`src/rtl/frogger_pkg.sv`:
```
// Shared types and defaults for the frogger round/score blocks.
// Optional build macro used by round_ctrl: ROUND_CTRL_PAUSE_EN (adds a pause input).
package frogger_pkg;

  typedef enum logic [2:0] {
    IDLE,
    PLAY,
    ALL_HOME,
    LEVEL_UP,
    GAME_OVER
  } round_state_t;

  localparam int ROUND_SECS_DEF = 60;
  localparam int NUM_HOMES_DEF  = 5;
  localparam int MAX_LEVEL_DEF  = 15;

  // Saturating level increment.
  function automatic logic [3:0] lvl_inc(input logic [3:0] l, input int max_lvl);
    return (int'(l) >= max_lvl) ? 4'(max_lvl) : l + 4'd1;
  endfunction

endpackage

```
`src/rtl/round_ctrl_if.sv`:
```
// Event/status bundle between the frog logic (master) and round_ctrl (slave).
// With ROUND_CTRL_PAUSE_EN defined the bundle also carries a pause input.
interface round_ctrl_if import frogger_pkg::*; #(
  parameter int NUM_HOMES = NUM_HOMES_DEF
) ();
`ifdef ROUND_CTRL_PAUSE_EN
  logic                 pause;
`endif
  logic                 start;
  logic                 frogDied;
  logic                 frogHome;
  logic [2:0]           homeIdx;
  logic [5:0]           tim;
  logic [3:0]           level;
  logic [1:0]           lives;
  logic [NUM_HOMES-1:0] homesFilled;
  logic                 respawn;
  logic                 allHome;
  logic                 gameOver;

  modport master (
`ifdef ROUND_CTRL_PAUSE_EN
    output pause,
`endif
    output start, frogDied, frogHome, homeIdx,
    input  tim, level, lives, homesFilled, respawn, allHome, gameOver
  );

  modport slave (
`ifdef ROUND_CTRL_PAUSE_EN
    input  pause,
`endif
    input  start, frogDied, frogHome, homeIdx,
    output tim, level, lives, homesFilled, respawn, allHome, gameOver
  );
endinterface

```
`src/rtl/sec_tick.sv`:
```
// One-cycle tick every CLK_HZ enabled cycles; clr restarts the count.
module sec_tick #(
  parameter int CLK_HZ = 50000000
) (
  input  logic clk,
  input  logic Reset_n,
  input  logic clr,
  input  logic en,
  output logic tick
);
  localparam int W = (CLK_HZ > 1) ? $clog2(CLK_HZ) : 1;

  logic [W-1:0] cnt;

  assign tick = en && (cnt == W'(CLK_HZ - 1));

  // Free-running divider; holds while disabled, wraps on tick.
  always_ff @(posedge clk or negedge Reset_n) begin
    if (!Reset_n)  cnt <= '0;
    else if (clr)  cnt <= '0;
    else if (en)   cnt <= tick ? '0 : cnt + W'(1);
  end
endmodule

```
`src/rtl/round_ctrl.sv`:
```
// Game-round controller: per-life countdown, lives, homes and level for the
// score block. Build macro ROUND_CTRL_PAUSE_EN adds a pause input that freezes
// the countdown and ignores frog events while in PLAY.
module round_ctrl import frogger_pkg::*; #(
  parameter int CLK_HZ      = 50000000,
  parameter int ROUND_SECS  = ROUND_SECS_DEF,
  parameter int NUM_HOMES   = NUM_HOMES_DEF,
  parameter int START_LIVES = 3,
  parameter int MAX_LEVEL   = MAX_LEVEL_DEF
) (
  input  logic         clk,
  input  logic         Reset_n,
  round_ctrl_if.slave  bus
);
  round_state_t         state;
  logic [5:0]           tim_q;
  logic [3:0]           level_q;
  logic [1:0]           lives_q;
  logic [NUM_HOMES-1:0] homes_q, homes_nxt;
  logic                 respawn_q, allhome_q, gameover_q;

  logic       paused, tick, div_clr, div_en;
  logic       start_ok, died, home_ev, slot_bad, home_ok, tmo, death;
  logic [7:0] filled_pad;

`ifdef ROUND_CTRL_PAUSE_EN
  assign paused = bus.pause;
`else
  assign paused = 1'b0;
`endif

  // Event decode in PLAY: died beats home beats tick; any event discards the tick.
  always_comb begin
    start_ok   = bus.start && (state == IDLE || state == GAME_OVER);
    filled_pad = 8'(homes_q);
    died       = (state == PLAY) && !paused && bus.frogDied;
    home_ev    = (state == PLAY) && !paused && bus.frogHome && !bus.frogDied;
    slot_bad   = (int'(bus.homeIdx) >= NUM_HOMES) || filled_pad[bus.homeIdx];
    home_ok    = home_ev && !slot_bad;
    tmo        = tick && (tim_q == 6'd0) && !bus.frogDied && !bus.frogHome;
    death      = died || (home_ev && slot_bad) || tmo;
    homes_nxt  = homes_q;
    for (int i = 0; i < NUM_HOMES; i++)
      if (bus.homeIdx == 3'(i)) homes_nxt[i] = 1'b1;
    div_en     = (state == PLAY) && !paused;
    div_clr    = start_ok || death || home_ok || state == ALL_HOME || state == LEVEL_UP;
  end

  sec_tick #(.CLK_HZ(CLK_HZ)) u_tick (
    .clk     (clk),
    .Reset_n (Reset_n),
    .clr     (div_clr),
    .en      (div_en),
    .tick    (tick)
  );

  // Round FSM with registered status outputs.
  always_ff @(posedge clk or negedge Reset_n) begin
    if (!Reset_n) begin
      state      <= IDLE;
      tim_q      <= 6'(ROUND_SECS);
      level_q    <= 4'd0;
      lives_q    <= 2'(START_LIVES);
      homes_q    <= '0;
      respawn_q  <= 1'b0;
      allhome_q  <= 1'b0;
      gameover_q <= 1'b0;
    end else begin
      respawn_q <= 1'b0;
      allhome_q <= 1'b0;
      case (state)
        IDLE, GAME_OVER: if (start_ok) begin
          state      <= PLAY;
          level_q    <= 4'd1;
          tim_q      <= 6'(ROUND_SECS);
          lives_q    <= 2'(START_LIVES);
          homes_q    <= '0;
          respawn_q  <= 1'b1;
          gameover_q <= 1'b0;
        end
        PLAY: begin
          if (death) begin
            if (lives_q == 2'd1) begin
              lives_q    <= 2'd0;
              state      <= GAME_OVER;
              gameover_q <= 1'b1;
            end else begin
              lives_q   <= lives_q - 2'd1;
              tim_q     <= 6'(ROUND_SECS);
              respawn_q <= 1'b1;
            end
          end else if (home_ok) begin
            homes_q <= homes_nxt;
            if (&homes_nxt) begin
              // Leave tim alone so the score block sees the remaining time.
              state     <= ALL_HOME;
              allhome_q <= 1'b1;
            end else begin
              tim_q     <= 6'(ROUND_SECS);
              respawn_q <= 1'b1;
            end
          end else if (tick) begin
            tim_q <= tim_q - 6'd1;
          end
        end
        ALL_HOME: begin
          state     <= LEVEL_UP;
          level_q   <= lvl_inc(level_q, MAX_LEVEL);
          homes_q   <= '0;
          tim_q     <= 6'(ROUND_SECS);
          respawn_q <= 1'b1;
        end
        LEVEL_UP: state <= PLAY;
        default:  state <= IDLE;
      endcase
    end
  end

  assign bus.tim         = tim_q;
  assign bus.level       = level_q;
  assign bus.lives       = lives_q;
  assign bus.homesFilled = homes_q;
  assign bus.respawn     = respawn_q;
  assign bus.allHome     = allhome_q;
  assign bus.gameOver    = gameover_q;
endmodule

```
`src/flat_wrapper.sv`:
```
// flat-port wrapper written by rule: the top's interface ports become plain ports
module round_ctrl_flat import frogger_pkg::*;
#(
  parameter int CLK_HZ      = 50000000,
  parameter int ROUND_SECS  = ROUND_SECS_DEF,
  parameter int NUM_HOMES   = NUM_HOMES_DEF,
  parameter int START_LIVES = 3,
  parameter int MAX_LEVEL   = MAX_LEVEL_DEF
)
  (clk, Reset_n, bus_start, bus_frogDied, bus_frogHome, bus_homeIdx, bus_tim, bus_level, bus_lives, bus_homesFilled, bus_respawn, bus_allHome, bus_gameOver);
  round_ctrl_if #(.NUM_HOMES(NUM_HOMES)) bus_i ();
  input  logic clk;
  input  logic Reset_n;
  input wire logic [$bits(bus_i.start)-1:0] bus_start;
  input wire logic [$bits(bus_i.frogDied)-1:0] bus_frogDied;
  input wire logic [$bits(bus_i.frogHome)-1:0] bus_frogHome;
  input wire logic [$bits(bus_i.homeIdx)-1:0] bus_homeIdx;
  output wire logic [$bits(bus_i.tim)-1:0] bus_tim;
  output wire logic [$bits(bus_i.level)-1:0] bus_level;
  output wire logic [$bits(bus_i.lives)-1:0] bus_lives;
  output wire logic [$bits(bus_i.homesFilled)-1:0] bus_homesFilled;
  output wire logic [$bits(bus_i.respawn)-1:0] bus_respawn;
  output wire logic [$bits(bus_i.allHome)-1:0] bus_allHome;
  output wire logic [$bits(bus_i.gameOver)-1:0] bus_gameOver;
  assign bus_i.start = bus_start;
  assign bus_i.frogDied = bus_frogDied;
  assign bus_i.frogHome = bus_frogHome;
  assign bus_i.homeIdx = bus_homeIdx;
  assign bus_tim = bus_i.tim;
  assign bus_level = bus_i.level;
  assign bus_lives = bus_i.lives;
  assign bus_homesFilled = bus_i.homesFilled;
  assign bus_respawn = bus_i.respawn;
  assign bus_allHome = bus_i.allHome;
  assign bus_gameOver = bus_i.gameOver;
  round_ctrl #(.CLK_HZ(CLK_HZ), .ROUND_SECS(ROUND_SECS), .NUM_HOMES(NUM_HOMES), .START_LIVES(START_LIVES), .MAX_LEVEL(MAX_LEVEL)) u_core (.clk(clk), .Reset_n(Reset_n), .bus(bus_i));
endmodule
```
`config.mk`:
```
export PLATFORM = sky130hd
export DESIGN_NAME = round_ctrl_flat
export DESIGN_NICKNAME = d
export VERILOG_FILES = /design/src/rtl/frogger_pkg.sv /design/src/rtl/round_ctrl_if.sv /design/src/rtl/sec_tick.sv /design/src/rtl/round_ctrl.sv /design/src/flat_wrapper.sv
export SDC_FILE = /design/constraint.sdc
export NUM_CORES = 1
export LEC_CHECK = 0
export CAP_MARGIN = 20
export CORE_ASPECT_RATIO = 0.75
export CORE_MARGIN = 2
export CORE_UTILIZATION = 55
export CTS_CLUSTER_DIAMETER = 30
export DETAILED_ROUTE_END_ITERATION = 6
export GPL_ROUTABILITY_DRIVEN = 1
export PLACE_DENSITY = 0.8
export SLEW_MARGIN = 25
export SYNTH_ARGS = -nofsm -noshare
export SYNTH_HDL_FRONTEND = slang
export SYNTH_HIERARCHICAL = 1
export SYNTH_SLANG_ARGS = --single-unit
```
`constraint.sdc`:
```
create_clock -name clk -period 5.2 [get_ports clk]
set_input_delay 0.78 -clock clk [delete_from_list [all_inputs] [get_ports clk]]
set_output_delay 0.78 -clock clk [all_outputs]
set_load 0.03 [all_outputs]
```
Word level (Yosys, flattened, before mapping)
Index checks and enable logic that the tools add are counted.

storage, ports and cells
  register bits after elaboration = 49
  latch bits = 0
  bits in writable memories = 0
  memory bits (read-only) = 0
  input port bits = 8
  output and inout port bits = 20
  word-level logic and storage cells = 121
  memories kept = 0

cells by class
  add/sub/neg operators = 4
  multiply operators = 0
  div/mod/pow operators = 0
  order comparisons = 3
  eq/ne operators = 21
  shifts and indexed selects = 0
  multiplexer cells = 48
  bitwise gates (word level) = 0
  reductions and logical operators = 36

operator list
  cell                   count
  $mux 26                3
  $mux 6                 6
  $add 26x1->26 const B  1
  $eq 26x26->1 const B   1
  $mux 1                 18
  $pmux 6 s3             1
  $mux 3                 5
  $mux 5                 3
  $pmux 5 s3             1
  $eq 3x2->1 const B     4
  $pmux 3 s4             1
  $reduce_and 4->1       3
  $logic_and 1x1->1      10
  $reduce_and 5->1       2
  $logic_or 1x1->1       8
  $mux 4                 2
  $ne 2x1->1 const B     4
  $pmux 4 s2             1
  $eq 3x1->1 const B     2
  $eq 3x3->1 const B     2
  $logic_not 3->1        2
  $logic_not 6->1        1
  $mux 2                 3
  $ne 3x1->1 const B     2
  21 further kinds       26

Longest topological paths before layout
Gate-level depths: netlist of run 1.

  depth after elaboration = 11
  depth in mapped cells = 14
  mapped depth without buffers = 11

By module
Netlist of run 1, hierarchy kept.

by module, submodules not included
  module      instances  cells each  area each (µm²)  seq. area each (µm²)
  sec_tick    1          155         1462.7           650.6
  round_ctrl  1          147         1401.3           583.1

Least setup slack after synthesis of run 1
No wires, ideal clock.

  kind = register -> register
  start = register u_core.state[1]
  end = register u_core.u_tick.cnt[18]
  library setup time = 78 ps
  arrival time = 3713 ps
  data required time = 5122 ps
  path slack = 1409 ps
  stages on the path, launching flop included = 15
  buffers on the path = 3
  clock period less this slack = 3791 ps
  path through = dfrtp_1 -> or3b_4 -> clkinv_4 -> buf_2 -> and4_2 -> nand4_1 -> nor2_1 -> clkbuf_1 -> nand4_1 -> o2111ai_1 -> o2111ai_4 -> or4b_4 -> buf_6 -> or3_1 -> a21oi_1

on the way
  word-level cells in the longest chain between the ends = 11
  elaborated cells between the ends (all ways) = 26
  classes of those cells = 4 x eq/ne; 3 x mux; 19 x reduce/logical

ends and longest elaborated chain
  what                                                 line              source
  start: declaration                                   round_ctrl.sv:15  round_state_t state;
  start signal: assignment                             round_ctrl.sv:60  state <= IDLE;
  start signal: assignment                             round_ctrl.sv:73  state <= PLAY;
  start signal: assignment                             round_ctrl.sv:85  state <= GAME_OVER;
  $eq 3x1->1 (*)                                       round_ctrl.sv:45  div_en = (state == PLAY) && !paused;
  named net u_core.div_en                              round_ctrl.sv:22  logic paused, tick, div_clr, div_en;
  $logic_and 1x1->1 (*)                                sec_tick.sv:15    assign tick = en && (cnt == W'(CLK_HZ - 1));
  named net u_core.tick                                round_ctrl.sv:22
  $logic_and 1x1->1 (*) (3 in series)                  round_ctrl.sv:40  tmo = tick && (tim_q == 6'd0) && !bus.frogDied && !bus.frogHome;
  $logic_or 1x1->1 (*)                                 round_ctrl.sv:41  death = died || (home_ev && slot_bad) || tmo;
  $logic_or 1x1->1 (*) (4 in series)                   round_ctrl.sv:46  div_clr = start_ok || death || home_ok || state == ALL_HOME || state == LEVEL_UP;
  named net u_core.div_clr                             round_ctrl.sv:22
  $mux 26 / $reduce_bool 2->1 (equally long branches)  --
  end signal: assignment                               sec_tick.sv:21    else if (en) cnt <= tick ? '0 : cnt + W'(1);
  end: declaration                                     sec_tick.sv:13    logic [W-1:0] cnt;

Mark *: on every way through the listed nets, which the timed path passes. The rest lies on a longest branch. The select of a mux whose other input is x is not followed.
A chain may end at the register's enable or synchronous reset.

Worst setup path after layout of run 1
  start = register u_core.state[1]
  end = register u_core.u_tick.cnt[24]

The elaborated chain is that of the path after synthesis.

==> impl_metrics.json, run 1 <==
{
  "synthTopCellsByCount": "dfrtp_1, a21oi_1, nor2_1",
  "drc": 0,
  "yosys.area_share.adder_pct": 2.184,
  "synth_compound_area_share_pct": 21.01,
  "finalWirelength_mm": 6.243,
  "synth_top_cell_by_area": "dfrtp_1",
  "setup-violations-final": 0,
  "final_area_um2": 3217,
  "post_dp_cell_area_um2": 3137,
  "grtUsageMet2_pct": 31.63,
  "grt_most_used_layer": "met1",
  "place_ws_ps": 1021,
  "grt_pass1_vias": 2201,
  "die_h_um": 66.50,
  "start_kind": "flop",
  "fmax_ghz": 0.2332,
  "routedWlPerCell_um": 16.17,
  "clk_pin_slew_ps": 90,
  "grt_use_met1_pct": 37.34,
  "fin_ws_ps": 911.6,
  "synth_ff_type": "dfrtp_1",
  "syn_inst": 302,
  "crit_top_cell": "nand4_1",
  "root_buffer": "clkbuf_8",
  "rsz0062_at_grt": "no",
  "synth.distinct_cells": 62,
  "holdWs_ps": 514.1,
  "synthMuxAreaShare_pct": 1.223,
  "ctsResizeCount": 0,
  "coreArea_um2": 4955,
  "arrival_ps": 4530,
  "io_pins": 28,
  "synth_nets": 315,
  "ir_drop_v": 0.0003827,
  "path_class": "flop to flop",
  "skew_ps": 7.952,
  "grt_max_degree": 50,
  "p_leak_nw": 1.247,
  "ant_nets": 0,
  "worst_slew_pin_slew_ps": 806.3,
  "yosys.area.top_type_share_pct": 37.57,
  "min_path_type": "flop to flop",
  "port_buffers": 27,
  "slew_viol_final": 0,
  "status": "complete, no violations",
  "area_growth_syn_to_layout_pct": 12.32,
  "start_util_pct": 57.80,
  "fin_crit_sh_pct": 82.47,
  "power_mw": 1.251,
  "cts_tree": "yes",
  "gp_routability_congestion": 0.8176,
  "cts_made_buffers": 5,
  "grt_pass1_wl_mm": 10.67,
  "max_slew_margin_pct": 46.14,
  "yosys_warnings": 6,
  "synth_top_family_by_area": "simple AND/OR/NAND/NOR gates",
  "die_area_um2": 5807,
  "insertion_delay_ps": 310,
  "grt_overflow": 0,
  "synth_edf_count": 0,
  "hold_violations": 0,
  "crit_chain": "or3b_4 -> clkinv_4 -> and4_2 -> nand4_1 -> nor2_1 -> nand4_1 -> o2111ai_1 -> o2111ai_4 -> or4b_4 -> or4_1 -> a21oi_1",
  "power.density_nw_per_um2": 388.8,
  "setup_tns_ps": 0,
  "synthArstFlopShare_pct": 100.0,
  "dr.first_iter.drc_count": 145,
  "synth_area_leaders": "dfrtp_1, dfstp_2, a21oi_1",
  "grtUsageTotal_pct": 23.43,
  "critical_path.endpoint_type": "flop",
  "syn_area_um2": 2864,
  "path_buf_inv": 1,
  "antennaDiodeCount": 0,
  "slowest_stage": "o2111ai_1",
  "nNetsFinal": 338,
  "synth.most_common_cell": "dfrtp_1",
  "numClockSinks": 49,
  "period_minus_slack_ps": 4288,
  "worstPathMaxFanout": 16,
  "die_w_um": 87.33,
  "clk_path_buf_depth": 2,
  "ys_seq_area_share_pct": 43.08,
  "num_rows": 22,
  "synth-simple-area-share_pct": 25.12,
  "required_ps": 5440,
  "post-cts-setup-buffers": 0,
  "ctsHoldBuffers": 0,
  "vias_per_cell": 6.360,
  "hpwlAfterDp_mm": 4.372,
  "fill_cells": 405,
  "drv_cap": 0,
  "ys_seq_elements": 49,
  "grt_util_met3_pct": 4.833,
  "cpPeakStageDelay_ps": 640,
  "htreeDepth": 2,
  "dr.pass1.iters": 4,
  "synth-xor-area-share_pct": 2.752,
  "cpLargestDelayFamily": "simple AND/OR/NAND/NOR gates",
  "synth_area_per_cell_um2": 9.483,
  "antenna_found_initial": 0,
  "num_vias": 2455,
  "drive_above_1_share_pct": 9.202
}
-- metal layers --
layer / up-vias / share of wire (%)
met5: - / 0
met1: 1187 / 52
met2: 68 / 42
met4: 0 / 0.95
met3: 9 / 5.2
li1: 1191 / -
-- worst reg2reg max path, stage by stage, from the launching register on --
cell	delay, ps
dfrtp_1	460
or3b_4	470
clkinv_4	140
and4_2	220
nand4_1	160
nor2_1	490
nand4_1	200
o2111ai_1	650
o2111ai_4	220
or4b_4	630
or4_1	440
a21oi_1	150
-- path summary, 6_finish.rpt --
| check | start | to | slack [ps] | depth (start not counted) |
|---|---|---|---|---|
| min in group asynchronous | Reset_n | u_core/u_tick/cnt[13]$_DFFE_PN0P_ | 570 | 2 |
| setup reg to reg | u_core/state[1]$_DFFE_PN0P_ | u_core/u_tick/cnt[24]$_DFFE_PN0P_ | 910 | 11 |
| hold / removal | u_core/bus.tim[5]$_DFFE_PN1P_ | u_core/bus.tim[5]$_DFFE_PN1P_ | 510 | 2 |
| setup / recovery | u_core/state[1]$_DFFE_PN0P_ | u_core/u_tick/cnt[24]$_DFFE_PN0P_ | 910 | 11 |
| max in group asynchronous | Reset_n | u_core/bus.allHome$_DFF_PN0_ | 4230 | 2 |
| hold reg to reg | u_core/bus.tim[5]$_DFFE_PN1P_ | u_core/bus.tim[5]$_DFFE_PN1P_ | 510 | 2 |
-- cells in the final DEF, fill, tap and decap left out, types with 2 or more instances in the layout --
| cell | n |
|---|---|
| dfrtp_1 | 43 |
| a21oi_1 | 29 |
| clkdlybuf4s50_1 | 26 |
| nor2_1 | 23 |
| nand2_1 | 20 |
| nand4_1 | 15 |
| o21ai_0 | 14 |
| inv_1 | 11 |
| o31ai_1 | 11 |
| nor3_1 | 9 |
| nand3_1 | 9 |
| or3_1 | 8 |
| or4_1 | 7 |
| nand2b_1 | 6 |
| dfstp_2 | 6 |
| clkbuf_8 | 5 |
| and4_1 | 5 |
| ha_1 | 5 |
| xnor2_1 | 5 |
| nor3b_1 | 4 |
| and3_1 | 4 |
| o211ai_1 | 4 |
| xor2_1 | 4 |
| clkbuf_1 | 3 |
| nand3b_1 | 3 |
| a32o_1 | 3 |
| o21ai_2 | 2 |
| mux2i_1 | 2 |
| a211o_1 | 2 |
| a21o_1 | 2 |
| a211o_2 | 2 |
| buf_4 | 2 |
| nor4b_1 | 2 |
-- report_power, final --
group / switching (mW) / total (mW) / internal, mW
Sequential: 0.0675 / 0.504 / 0.437
Clock: 0.124 / 0.220 / 0.0959
Combinational: 0.335 / 0.527 / 0.192
-- logic make-up (layout without fill, tap and decap cells) --
logic type	count (synthesis)	count (layout)
xor gates and xnor gates	9	9
DFF	49	49
AOI/OAI and AO/OA	85	85
adders and majority gates	5	5
and+or+nand+nor	126	126
buffers and inverters	25	49
muxes	3	3
-- metrics by stage --
| stage | util [%] | cells |
|---|---|---|
| finish | 64.92 | 386 |
| global route | 64.92 | 386 |
| CTS | 64.92 | 386 |
| detailed placement | 63.31 | 378 |
| global placement | 63.31 | 378 |
| floorplan | - | 302 |
-- registers in the layout, indices dropped and copies added (netlist names) --
name / cells
u_core/bus.respawn: 1
u_core/state: 3
u_core/bus.allHome: 1
u_core/bus.lives: 2
u_core/bus.homesFilled: 5
u_core/bus.gameOver: 1
u_core/u_tick/cnt: 26
u_core/bus.tim: 6
u_core/bus.level: 4
-- cell type report --
type	count	area (um^2)	area share [%]
Multi-Input combinational cell	228	1498	46.56
Clock buffer	8	80.08	2.489
Timing Repair Buffer	29	280.3	8.713
Tap cell	60	75.07	2.334
Inverter	12	50.05	1.556
Sequential cell	49	1234	38.35
Note: power is estimated with default switching activity, not from simulation.
==> inputs of run 2 (changes only) <==
- clock period: 5.2 -> 4.3 ns (I/O delays scaled with it)
==> run 2 against run 1 <==
Against the previous run: sequential share of layout area fell by 0.21 points; critical path type unchanged; clock power increased by 19%; final area grew 0.54%; register-to-register slack got worse by 260 ps; first-iteration DRC count is 32% higher; via count down 0.24%; sequential power rose by 20%; core utilization grew 0.35 points; clock skew is 2.7 ps lower; die area did not move.
==> impl_metrics.json, run 2 (synthesized netlist as in run 1, its figures left out) <==
{
  "slew_viol_final": 0,
  "largest_register_ffs": 26,
  "max_slew_margin_pct": 44.08,
  "critical_path.endpoint_type": "flop",
  "path_buf_inv": 3,
  "clk_pin_slew_ps": 90,
  "num_vias": 2449,
  "coreArea_um2": 4955,
  "start_kind": "flop",
  "crit_start": "u_core/state[1]$_DFFE_PN0P_",
  "final_area_um2": 3234,
  "wl_met3_um": 328,
  "regArea_um2": 1234,
  "cts_tree": "yes",
  "drc": 0,
  "vias_per_cell": 6.312,
  "final_cell_mix": "dfrtp_1, a21oi_1, clkdlybuf4s50_1",
  "worst_slew_pin_slew_ps": 837.0,
  "cpLargestDelayFamily": "simple AND/OR/NAND/NOR gates",
  "slowest_stage": "or4b_4",
  "crit_chain": "or3b_4 -> clkinv_4 -> and4_2 -> nand4_1 -> nor2_1 -> buf_4 -> nand4_1 -> o2111ai_1 -> buf_4 -> o2111ai_4 -> or4b_4 -> or4_1 -> a21oi_1",
  "stdcell_count": 388,
  "numClockSinks": 49,
  "ctsHoldBuffers": 0,
  "hpwlAfterDp_mm": 4.378,
  "die_area_um2": 5807,
  "fill_cells": 413,
  "ctsResizeCount": 0,
  "cts_made_buffers": 5,
  "power.density_nw_per_um2": 468.1,
  "grt_max_degree": 50,
  "ir_drop_v": 0.0003918,
  "dr.first_iter.drc_count": 191,
  "htreeDepth": 2,
  "p_leak_nw": 1.262,
  "wl_met1_mm": 3.174,
  "top_layer": "met4",
  "min_path_type": "input port to async pin",
  "p_clk_share_pct": 17.3,
  "grt_overflow": 0,
  "routedWlPerCell_um": 15.88,
  "switchingPower_mw": 0.6297,
  "grt_pass1_wl_mm": 10.61,
  "start_util_pct": 57.80,
  "swShare_pct": 41.60,
  "dr.pass1.iters": 4,
  "setup-violations-final": 0,
  "setup_tns_ps": 0,
  "combPwrFrac_pct": 42.7,
  "area_growth_syn_to_layout_pct": 12.93,
  "clk_path_buf_depth": 2,
  "dp_cells": 380,
  "die_h_um": 66.50,
  "insertion_delay_ps": 300,
  "status": "complete, no violations",
  "path_class": "flop to flop",
  "worstPathMaxFanout": 16,
  "wl_met2_mm": 2.591,
  "required_ps": 4530,
  "post-cts-setup-buffers": 0,
  "io_pins": 28,
  "fmax_ghz": 0.2744,
  "pwr-share-seq_pct": 40.0,
  "cpPeakStageDelay_ps": 620,
  "antenna_found_initial": 0,
  "root_buffer": "clkbuf_8",
  "drv_cap": 0,
  "post_dp_cell_area_um2": 3152,
  "gp_routability_congestion": 0.8353,
  "finalWirelength_mm": 6.162,
  "grt_pass1_vias": 2250,
  "port_buffers": 27,
  "skew_ps": 5.224,
  "layout_commonest_cell": "dfrtp_1",
  "antennaDiodeCount": 0,
  "period_minus_slack_ps": 3645,
  "nNetsFinal": 340,
  "die_w_um": 87.33,
  "arrival_ps": 3870,
  "num_rows": 22,
  "ant_nets": 0,
  "rsz0062_at_grt": "no",
  "fin_crit_sh_pct": 84.76,
  "grtUsageTotal_pct": 23.30,
  "multi_input_comb_area_um2": 1498,
  "r2r-start": "u_core/state[1]$_DFFE_PN0P_",
  "top_register": "u_core/u_tick/cnt",
  "drive_above_1_share_pct": 10.37,
  "hold_violations": 0,
  "p_int_mw": 0.8841
}
[run 2: cell types whose count changed in the layout (fill, tap and decap cells not counted)]
cell and delta:
buf_4 +2, clkinv_2 +2, clkbuf_1 -2
[run 2: worst paths after layout]
path                            slack [ps]  cells past startpoint                                end
worst max-delay path                   660                     13  u_core/u_tick/cnt[24]$_DFFE_PN0P_
worst min-delay path                   430                      2  u_core/u_tick/cnt[12]$_DFFE_PN0P_
worst max register to register         660                     13  u_core/u_tick/cnt[24]$_DFFE_PN0P_
worst min register to register         510                      2      u_core/bus.tim[5]$_DFFE_PN1P_
max in group asynchronous             3470                      2  u_core/u_tick/cnt[23]$_DFFE_PN0P_
min in group clk                       510                      2      u_core/bus.tim[5]$_DFFE_PN1P_
[run 2: per-layer routing]
metal / GRT usage (%) / vias to the layer above
met2: 32.67 / 72
li1: - / 1196
met3: 4.833 / 7
met1: 36.06 / 1174
met4: 6.731 / 0
met5: 0 / -
[run 2: power groups by stage]
stage	registers (mW)	logic (mW)	clock network, mW
2_1_floorplan	0.668	0.384	0
3_3_place_gp	0.611	0.630	0
3_5_place_dp	0.614	0.638	0
4_1_cts	0.605	0.641	0.269
5_1_grt	0.618	0.706	0.287
6_report	0.606	0.646	0.262
[run 2: metrics by stage]
stage                     setup WS [ps]  hold WS (ps)  util [%]  total power, mW
after detailed placement          750.6         488.6     63.61            1.251
after global routing              450.4         486.6     65.28            1.610
after floorplan                   509.0         349.4         -            1.052
final                             655.3         431.5     65.28            1.514
after global placement            819.1         484.7     63.61            1.241
after CTS                         683.8         451.7     65.28            1.515
[run 2: layout make-up]
cell class              instances  share of cell area [%]
multi-input cells             228                   46.31
flip-flops and latches         49                   38.14
repair buffers                 31                   9.130
well taps                      60                   2.321
clock buffers                   6                   2.244
inverters                      12                   1.547
clock inverters                 2                  0.3095
==> inputs of run 3 (changes only) <==
- clock period: 4.3 -> 3.6 ns (I/O delays scaled with it)
==> run 3 against run 2 <==
Against the previous run: critical path depth decreased by 2; critical endpoint is now u_core/u_tick/cnt[22]$_DFFE_PN0P_; total power increased by 24%; highest routed layer unchanged; maximum frequency grew 6.8%.
==> impl_metrics.json, run 3 (synthesized netlist as in run 1, its figures left out) <==
{
  "status": "complete, no violations",
  "ir_drop_v": 0.0003989,
  "routedWlPerCell_um": 16.12,
  "max_slew_margin_pct": 59.87,
  "clk_pin_slew_ps": 100,
  "area_growth_syn_to_layout_pct": 14.81,
  "hpwlAfterDp_mm": 4.480,
  "fill_cells": 394,
  "fin_crit_sh_pct": 94.79,
  "coreArea_um2": 4955,
  "gp_routability_congestion": 0.8565,
  "ctsHoldBuffers": 0,
  "numClockSinks": 49,
  "htreeDepth": 2,
  "grt_pass1_wl_mm": 10.66,
  "power.density_nw_per_um2": 573.1,
  "min_path_type": "input port to async pin",
  "start_kind": "flop",
  "crit_start": "u_core/state[1]$_DFFE_PN0P_",
  "io_pins": 28,
  "grtUsageTotal_pct": 23.45,
  "largest_register_ffs": 26,
  "critical_path.endpoint_type": "flop",
  "worst_slew_pin_slew_ps": 602.0,
  "drc": 0,
  "cts_made_buffers": 5,
  "nNetsFinal": 343,
  "antennaDiodeCount": 0,
  "multi_input_comb_area_um2": 1518,
  "arrival_ps": 3650,
  "die_area_um2": 5807,
  "crit_end": "u_core/u_tick/cnt[22]$_DFFE_PN0P_",
  "grt_pass1_vias": 2257,
  "ant_nets": 0,
  "setup_tns_ps": 0,
  "reg2regPathDepth": 11,
  "combPwrFrac_pct": 44.9,
  "drive_above_1_share_pct": 12.39,
  "final_cell_mix": "dfrtp_1, a21oi_1, clkdlybuf4s50_1",
  "root_buffer": "clkbuf_8",
  "grt_max_degree": 50,
  "start_util_pct": 57.80,
  "die_h_um": 66.50,
  "dr.first_iter.drc_count": 249,
  "switchingPower_mw": 0.7901,
  "fmax_ghz": 0.2931,
  "die_w_um": 87.33,
  "post_dp_cell_area_um2": 3187,
  "p_leak_nw": 1.281,
  "worstPathMaxFanout": 12,
  "final_area_um2": 3288,
  "dr.pass1.iters": 4,
  "reg2reg_slack_ps": 190,
  "num_vias": 2452,
  "hold_violations": 0,
  "r2r-start": "u_core/state[1]$_DFFE_PN0P_",
  "p_clk_share_pct": 17.6,
  "drv_cap": 0,
  "antenna_found_initial": 0,
  "num_rows": 22,
  "rr_endpoint": "u_core/u_tick/cnt[22]$_DFFE_PN0P_",
  "path_class": "flop to flop",
  "swShare_pct": 41.93,
  "slew_viol_final": 0,
  "period_minus_slack_ps": 3412,
  "insertion_delay_ps": 310,
  "p_int_mw": 1.094,
  "grt_overflow": 0,
  "finalWirelength_mm": 6.304,
  "skew_ps": 16.99,
  "setup-violations-final": 0,
  "required_ps": 3840,
  "layout_commonest_cell": "dfrtp_1",
  "top_register": "u_core/u_tick/cnt",
  "cts_tree": "yes",
  "vias_per_cell": 6.271,
  "clk_path_buf_depth": 2,
  "port_buffers": 27,
  "rsz0062_at_grt": "no",
  "regArea_um2": 1235,
  "pwr-share-seq_pct": 37.5
}
## run 3: how the worst min path moves through the flow
stage          depth (start not counted)                                 to                            start  slack (ps)
3_5_place_dp                           2    u_core/bus.gameOver$_DFFE_PN0P_  u_core/bus.gameOver$_DFFE_PN0P_         490
4_1_cts                                1  u_core/u_tick/cnt[15]$_DFFE_PN0P_                          Reset_n         260
3_3_place_gp                           2      u_core/bus.tim[5]$_DFFE_PN1P_    u_core/bus.tim[5]$_DFFE_PN1P_         480
2_1_floorplan                          0       u_core/bus.allHome$_DFF_PN0_                          Reset_n         240
6_report                               1      u_core/bus.tim[1]$_DFFE_PN0P_                          Reset_n         240
5_1_grt                                1    u_core/bus.level[2]$_DFFE_PN0P_                          Reset_n         290
## run 3: timing repair
| item | 4_1_cts | 5_1_grt |
|---|---|---|
| endpoints found under the setup margin | 0 | 3 |
| setup buffers | 0 | 1 |
| gates resized for setup | 0 | 2 |
## run 3: routing by layer
layer	wire, um	vias up	GRT usage (%)
li1	-	1198	-
met1	3223	1186	35.59
met2	2714	66	34.75
met3	350	2	5.204
met4	17	0	4.038
met5	0	-	0
## run 3: final cells by class
class | instances | area share, %
multi-input combinational | 228 | 46.16
sequential | 49 | 37.56
timing repair buffer | 34 | 9.741
tap | 60 | 2.283
clock buffer | 5 | 2.093
inverter | 12 | 1.522
clock inverter | 3 | 0.6469
## run 3: critical path: stages (launching register included)
cell and delay [ps]:
dfrtp_1 450, or3b_4 470, clkinv_4 60, and4_2 190
nand4_1 190, nor2_2 160, nand4_1 140, o2111ai_4 300
o2111ai_4 190, or4b_4 630, or4_1 430, a21oi_1 150
## run 3: metrics by stage
step                hold slack, ps  power, mW  setup slack [ps]  cells  utilization, %
finish                       235.4      1.884             187.7    391           66.36
global route                 285.1      2.011             9.587    391           66.36
CTS                          256.3      1.875             154.4    390           66.14
detailed placement           492.7      1.540             198.4    382           64.32
global placement             483.7      1.525             313.5    382           64.27
floorplan                    244.4      1.277             61.28    302               -
## run 3: power groups by stage
stage	clock, mW	sequential [mW]	combinational [mW]
CTS	0.340	0.706	0.830
finish	0.331	0.708	0.846
global placement	0	0.710	0.815
global route	0.367	0.720	0.924
floorplan	0	0.797	0.479
detailed placement	0	0.716	0.825
